`src/rtl/cpu_pkg.sv`:
```
// Shared definitions for the execute stage:
// opcodes, PSR bit positions, FSM states.
package cpu_pkg;

    localparam logic [3:0] OP_ADD = 4'd0;
    localparam logic [3:0] OP_SUB = 4'd1;
    localparam logic [3:0] OP_AND = 4'd2;
    localparam logic [3:0] OP_OR  = 4'd3;
    localparam logic [3:0] OP_XOR = 4'd4;
    localparam logic [3:0] OP_MOV = 4'd5;
    localparam logic [3:0] OP_CMP = 4'd6;
    localparam logic [3:0] OP_LSH = 4'd7;

    localparam int PSR_C = 0;
    localparam int PSR_Z = 1;
    localparam int PSR_F = 2;
    localparam int PSR_L = 3;
    localparam int PSR_N = 4;

    localparam int AMTBITS = 5;

    typedef enum logic [1:0] {
        ST_IDLE,
        ST_SHIFT,
        ST_DONE
    } execState_e;

    // Magnitude of a signed shift amount; -16 maps to 16.
    function automatic logic [AMTBITS-1:0] absAmt(
        input logic [AMTBITS-1:0] amt
    );
        return amt[AMTBITS-1] ? (~amt + 1'b1) : amt;
    endfunction

endpackage

```
`src/rtl/exec_shifter.sv`:
```
// Iterative 1-bit/cycle logical shifter.
// done flags the cycle whose edge performs the last step.
module exec_shifter
    import cpu_pkg::*;
#(
    parameter int SIZE = 16
) (
    input  logic               clk,
    input  logic               reset,
    input  logic               start,
    input  logic [AMTBITS-1:0] amount,
    input  logic [SIZE-1:0]    dataIn,
    output logic               done,
    output logic [SIZE-1:0]    result
);

    logic [SIZE-1:0]    shReg;
    logic [AMTBITS-1:0] count;
    logic               left;

    assign result = left ? {shReg[SIZE-2:0], 1'b0}
                         : {1'b0, shReg[SIZE-1:1]};
    assign done   = (count == AMTBITS'(1));

    // Load operand and |amount|, then shift once per cycle until empty.
    always_ff @(posedge clk or negedge reset) begin
        if (!reset) begin
            shReg <= '0;
            count <= '0;
            left  <= 1'b0;
        end else if (start) begin
            shReg <= dataIn;
            count <= absAmt(amount);
            left  <= ~amount[AMTBITS-1];
        end else if (count != '0) begin
            shReg <= result;
            count <= count - 1'b1;
        end
    end

endmodule

```
`src/rtl/exec_stage.sv`:
```
// Execute stage: ALU, PSR flags, register-file
// write port, with an iterative LSH path.
module exec_stage
    import cpu_pkg::*;
#(
    parameter int SIZE    = 16,
    parameter int REGBITS = 4,
    parameter int IMMBITS = 8
) (
    input  logic               clk,
    input  logic               reset,
    input  logic               inValid,
    output logic               inReady,
    input  logic [3:0]         opcode,
    input  logic               useImm,
    input  logic [IMMBITS-1:0] imm,
    input  logic [SIZE-1:0]    srcData,
    input  logic [SIZE-1:0]    dstData,
    input  logic [REGBITS-1:0] dstAddrIn,
    output logic               writeEn,
    output logic [SIZE-1:0]    writeData,
    output logic [REGBITS-1:0] wrAddr,
    output logic [4:0]         psr
);

    execState_e         state;
    execState_e         stateNext;
    logic               started;
    logic               accept;
    logic               zeroExt;
    logic [SIZE-1:0]    extImm;
    logic [SIZE-1:0]    opA;
    logic [SIZE-1:0]    opB;
    logic [SIZE:0]      sum;
    logic [SIZE:0]      diff;
    logic [SIZE-1:0]    aluResult;
    logic               aluWrite;
    logic [4:0]         psrNext;
    logic [AMTBITS-1:0] amt;
    logic               shStart;
    logic               shDone;
    logic [SIZE-1:0]    shResult;
    logic [REGBITS-1:0] lshAddr;

    assign zeroExt = (opcode == OP_AND) || (opcode == OP_OR)
                  || (opcode == OP_XOR);
    assign extImm  = zeroExt
        ? {{(SIZE-IMMBITS){1'b0}}, imm}
        : {{(SIZE-IMMBITS){imm[IMMBITS-1]}}, imm};
    assign opA     = dstData;
    assign opB     = useImm ? extImm : srcData;
    assign sum     = {1'b0, opA} + {1'b0, opB};
    assign diff    = {1'b0, opA} - {1'b0, opB};
    assign amt     = opB[AMTBITS-1:0];
    assign inReady = started && (state != ST_SHIFT);
    assign accept  = inValid && inReady;
    assign shStart = accept && (opcode == OP_LSH) && (amt != '0);

    exec_shifter #(
        .SIZE (SIZE)
    ) uShifter (
        .clk    (clk),
        .reset  (reset),
        .start  (shStart),
        .amount (amt),
        .dataIn (opA),
        .done   (shDone),
        .result (shResult)
    );

    // Single-cycle result, write request and flag update.
    always_comb begin
        aluResult = '0;
        aluWrite  = 1'b0;
        psrNext   = psr;
        case (opcode)
            OP_ADD: begin
                aluResult      = sum[SIZE-1:0];
                aluWrite       = 1'b1;
                psrNext[PSR_C] = sum[SIZE];
                psrNext[PSR_F] = (opA[SIZE-1] == opB[SIZE-1])
                              && (sum[SIZE-1] != opA[SIZE-1]);
            end
            OP_SUB: begin
                aluResult      = diff[SIZE-1:0];
                aluWrite       = 1'b1;
                psrNext[PSR_C] = diff[SIZE];
                psrNext[PSR_F] = (opA[SIZE-1] != opB[SIZE-1])
                              && (diff[SIZE-1] != opA[SIZE-1]);
            end
            OP_AND: begin
                aluResult = opA & opB;
                aluWrite  = 1'b1;
            end
            OP_OR: begin
                aluResult = opA | opB;
                aluWrite  = 1'b1;
            end
            OP_XOR: begin
                aluResult = opA ^ opB;
                aluWrite  = 1'b1;
            end
            OP_MOV: begin
                aluResult = opB;
                aluWrite  = 1'b1;
            end
            OP_CMP: begin
                psrNext[PSR_Z] = (opA == opB);
                psrNext[PSR_L] = (opA < opB);
                psrNext[PSR_N] = ($signed(opA) < $signed(opB));
            end
            OP_LSH: begin
                aluResult = opA;
                aluWrite  = (amt == '0);
            end
            default: begin
            end
        endcase
    end

    // FSM state register.
    always_ff @(posedge clk or negedge reset) begin
        if (!reset) state <= ST_IDLE;
        else        state <= stateNext;
    end

    // FSM next state: DONE behaves like IDLE for new accepts.
    always_comb begin
        stateNext = state;
        case (state)
            ST_IDLE,
            ST_DONE:  stateNext = shStart ? ST_SHIFT : ST_IDLE;
            ST_SHIFT: if (shDone) stateNext = ST_DONE;
            default:  stateNext = ST_IDLE;
        endcase
    end

    // Hold inReady low until the first edge after reset release.
    always_ff @(posedge clk or negedge reset) begin
        if (!reset) started <= 1'b0;
        else        started <= 1'b1;
    end

    // Output registers: one-cycle write strobe, PSR update.
    always_ff @(posedge clk or negedge reset) begin
        if (!reset) begin
            writeEn   <= 1'b0;
            writeData <= '0;
            wrAddr    <= '0;
            psr       <= '0;
            lshAddr   <= '0;
        end else begin
            writeEn <= 1'b0;
            if (accept) begin
                psr <= psrNext;
                if (shStart) lshAddr <= dstAddrIn;
                if (aluWrite) begin
                    writeEn   <= 1'b1;
                    writeData <= aluResult;
                    wrAddr    <= dstAddrIn;
                end
            end
            if ((state == ST_SHIFT) && shDone) begin
                writeEn   <= 1'b1;
                writeData <= shResult;
                wrAddr    <= lshAddr;
            end
        end
    end

endmodule

```
`config.mk`:
```
export PLATFORM = sky130hd
export DESIGN_NAME = exec_stage
export DESIGN_NICKNAME = d
export VERILOG_FILES = /design/src/rtl/cpu_pkg.sv /design/src/rtl/exec_shifter.sv /design/src/rtl/exec_stage.sv
export SDC_FILE = /design/constraint.sdc
export NUM_CORES = 1
export LEC_CHECK = 0
export ABC_AREA = 1
export CAP_MARGIN = 25
export CORE_MARGIN = 2
export CORE_UTILIZATION = 63
export CTS_BUF_LIST = sky130_fd_sc_hd__clkbuf_4 sky130_fd_sc_hd__clkbuf_8
export CTS_CLUSTER_DIAMETER = 200
export DETAILED_ROUTE_END_ITERATION = 7
export PLACE_DENSITY = 0.9
export SYNTH_ARGS = -nofsm -noshare
export SYNTH_HDL_FRONTEND = slang
export SYNTH_SLANG_ARGS = --single-unit
```
`constraint.sdc`:
```
create_clock -name clk -period 4.6 [get_ports clk]
set_input_delay 1.38 -clock clk [delete_from_list [all_inputs] [get_ports clk]]
set_output_delay 1.38 -clock clk [all_outputs]
set_load 0.05 [all_outputs]
```
==> run summary <==
Post-CTS repair timing setup buffer count -> 0
Pins Over Slew Limit -> 0
Vias in the first global route -> 6087
Drt pass-1 iters -> 6
Slew margin rel. -> 0.391
TritonCTS Buffers -> 5
Reg2Reg Capture Point -> writeData[10]
Synth area leaders -> dfrtp_1 23%, nand2_1 17%, ha_1 11%
Clk_lat worst skew -> 0.31 ns
Clk pin slew, worst setup/hold paths -> 0.10 ns
Synth Net Count -> 1048
Sequential area share after synthesis -> 0.231
Most frequent cells in the layout -> 268 x nand2_1, 149 x inv_1, 85 x nand3_1
Htree depth -> 2
Largest area contributor in the netlist -> dfrtp_1
Crit-path cells -> clkdlybuf4s50_1 > nor2_1 > nand2_1 > nand4_1 > nand2_1 > buf_4 > nand2_1 > ha_1 > inv_1 > nand2_1 > inv_1 > nand2_1 > inv_1 > a21oi_1 > nand2_1 > nand2_1 > nand3_1 > nand3_1 > nand2_1 > a21oi_1
DRC -> 0
Crit path arrival time -> 4.48 ns
Dpl ws -> 0.0735 ns
Worst r2r src -> uShifter.count[1]
FP Rows -> 35
Crit end category -> flip-flop
Pin count of the biggest net entering global routing -> 34
CTS Buffer Depth -> 2
Die height -> 101 um
Starting DRT DRC Count -> 583
Overall power consumption -> 1.29 mW
Post-synth cell types -> 46
Family with the most delay on the worst path -> simple AND/OR/NAND/NOR gates
Max-Cap Viols -> 0
Wire per inst -> 17.5 um
Fin nets -> 1119
Crit. Startpoint -> opcode[0]
P&R area growth vs syn -> 16.6%
GRT overflow -> 0
Starting density of the core -> 0.647
Max rail drop VDD -> 131 uV
R2R Setup Slk -> 2.02 ns
Critical Path Sink -> writeData[15]
CP required -> 4.84 ns
Slowest CP cell -> clkdlybuf4s50_1
CTS Sinks -> 55
Worst Path Buf+Inv -> 5
Leak -> 3.74 nW
Die width -> 101 um
I/O pins -> 79
Cell repeated most along the worst path -> nand2_1
Final hold vios -> 0
I/O Buffers -> 78
CTS hold repair buffers -> 0
Minimum clock period -> 4.24 ns
Final core occ -> 0.755
CP Max Fanout -> 8
Crit-path max cell delay -> 0.61 ns
Ys flop type -> dfrtp_1
Share of layout cells above drive strength 1 -> 0.0603
Power Dens Cells -> 186 nW/um2
Post-CTS Resized -> 0
Peak Freq -> 0.236 GHz
GRT Util Overall -> 0.384
Yosys top cell area share -> 0.231
RSZ-0062 raised after global routing -> false
Routed Antenna Nets -> 0
Setup violations, final -> 0
Number of synthesized flops with an enable pin -> 0
Clock Skew -> 0.00687 ns
First-pass GRT wire length -> 30.5 mm
Initial antenna violation count -> 0
Setup TNS -> 0 ns
Root buf cell -> clkbuf_8
CP Launch Type -> input port
Mapped Cells -> 940
Die area -> 10200 um2
Status -> completed
DP Wirelength -> 15.2 mm
Commonest non-fill, non-tap cell in the layout -> nand2_1
Core Area -> 9200 um2
Worst path depth -> 20
DR vias -> 6676
Hold WC Path Type -> reg2reg
Syn Area/Cell -> 6.33 um2
Yosys reg bits -> 55
Diode count -> 0
Routed WL -> 19.7 mm
Period Utilization, post-route -> 0.922
Setup WS post-layout -> 0.358 ns
GPL Wtd Cong -> 1.07
Reg2Reg Depth -> 10
Kind of critical path -> in2reg
Asr flop ratio synth -> 1.00
Worst slew pin tran -> 0.914 ns
Synth Cell Area -> 5950 um2
Vias per inst -> 5.94
Yosys Warn Count -> 0
CTS tree -> done
==> power breakdown <==
group,switching [mW],internal [mW]
clock,0.167,0.123
sequential,0.000113,0.484
combinational,0.336,0.178
total,0.503,0.785
==> how the worst min path moves through the flow <==
stage / from / end / slack (ns) / cells after the start
floorplan: state[0] / state[0] / 0.44 / 1
global placement: state[0] / state[0] / 0.46 / 1
detailed placement: state[0] / state[0] / 0.46 / 1
CTS: state[0] / state[0] / 0.48 / 1
global route: lshAddr[2] / lshAddr[2] / 0.51 / 2
finish: state[0] / state[0] / 0.48 / 1
==> cell usage after synthesis (2+ instances only) <==
cell type	count
a21oi_1	56
a221oi_1	2
a22o_1	3
a22oi_1	3
a31oi_1	7
buf_2	12
buf_4	2
buf_6	3
clkbuf_1	16
dfrtp_1	55
fa_1	2
ha_1	54
inv_1	149
inv_2	3
inv_4	2
nand2_1	268
nand3_1	85
nand3b_1	3
nand4_1	21
nor2_1	72
nor2_2	4
nor3_1	6
o211ai_1	5
o21ai_0	41
o21ai_1	2
o21bai_1	3
o221ai_1	5
o221ai_2	9
o22ai_1	20
or2_2	9
xor2_1	3
==> flip-flops by register name, indices dropped and copies added, names as in the netlist <==
name	cells
wrAddr	4
writeData	16
started	1
psr	5
uShifter.left	1
state	2
lshAddr	4
writeEn	1
uShifter.count	5
uShifter.shReg	16
==> layer usage <==
metal,vias up,track usage,part of all wire
met2,392,0.614,0.45
met3,75,0.0511,0.092
li1,3198,-,-
met5,-,0,0
met4,0,0.186,0.053
met1,3011,0.514,0.40
==> logic make-up (layout without fill, tap and decap cells) <==
| family | after synthesis | after routing | share of synthesized area |
|---|---|---|---|
| and+or+nand+nor | 474 | 474 | 0.343 |
| adders and majority gates | 56 | 56 | 0.120 |
| other | 1 | 1 | 0.000630 |
| buffers and inverters | 188 | 260 | 0.127 |
| AOI/OAI and AO/OA | 163 | 163 | 0.174 |
| DFF | 55 | 55 | 0.231 |
| xor gates and xnor gates | 3 | 3 | 0.00442 |
==> cell type report <==
| cell class | instances | area (um2) |
|---|---|---|
| clock buffer | 6 | 82.6 |
| sequential | 55 | 1380 |
| multi-input combinational | 697 | 3820 |
| clock inverter | 2 | 16.3 |
| inverter | 155 | 587 |
| fill | 750 | 2260 |
| timing repair buffer | 97 | 918 |
| tap | 111 | 139 |
==> stage by stage <==
stage                     cells  hold slack [ns]  area, um2
after floorplan             940            0.438       5950
after global placement     1115            0.456       6840
after detailed placement   1115            0.465       6840
after CTS                  1123            0.479       6940
after global routing       1123            0.515       6940
final                      1123            0.478       6940
No activity file was read; power rests on OpenSTA's default activity.
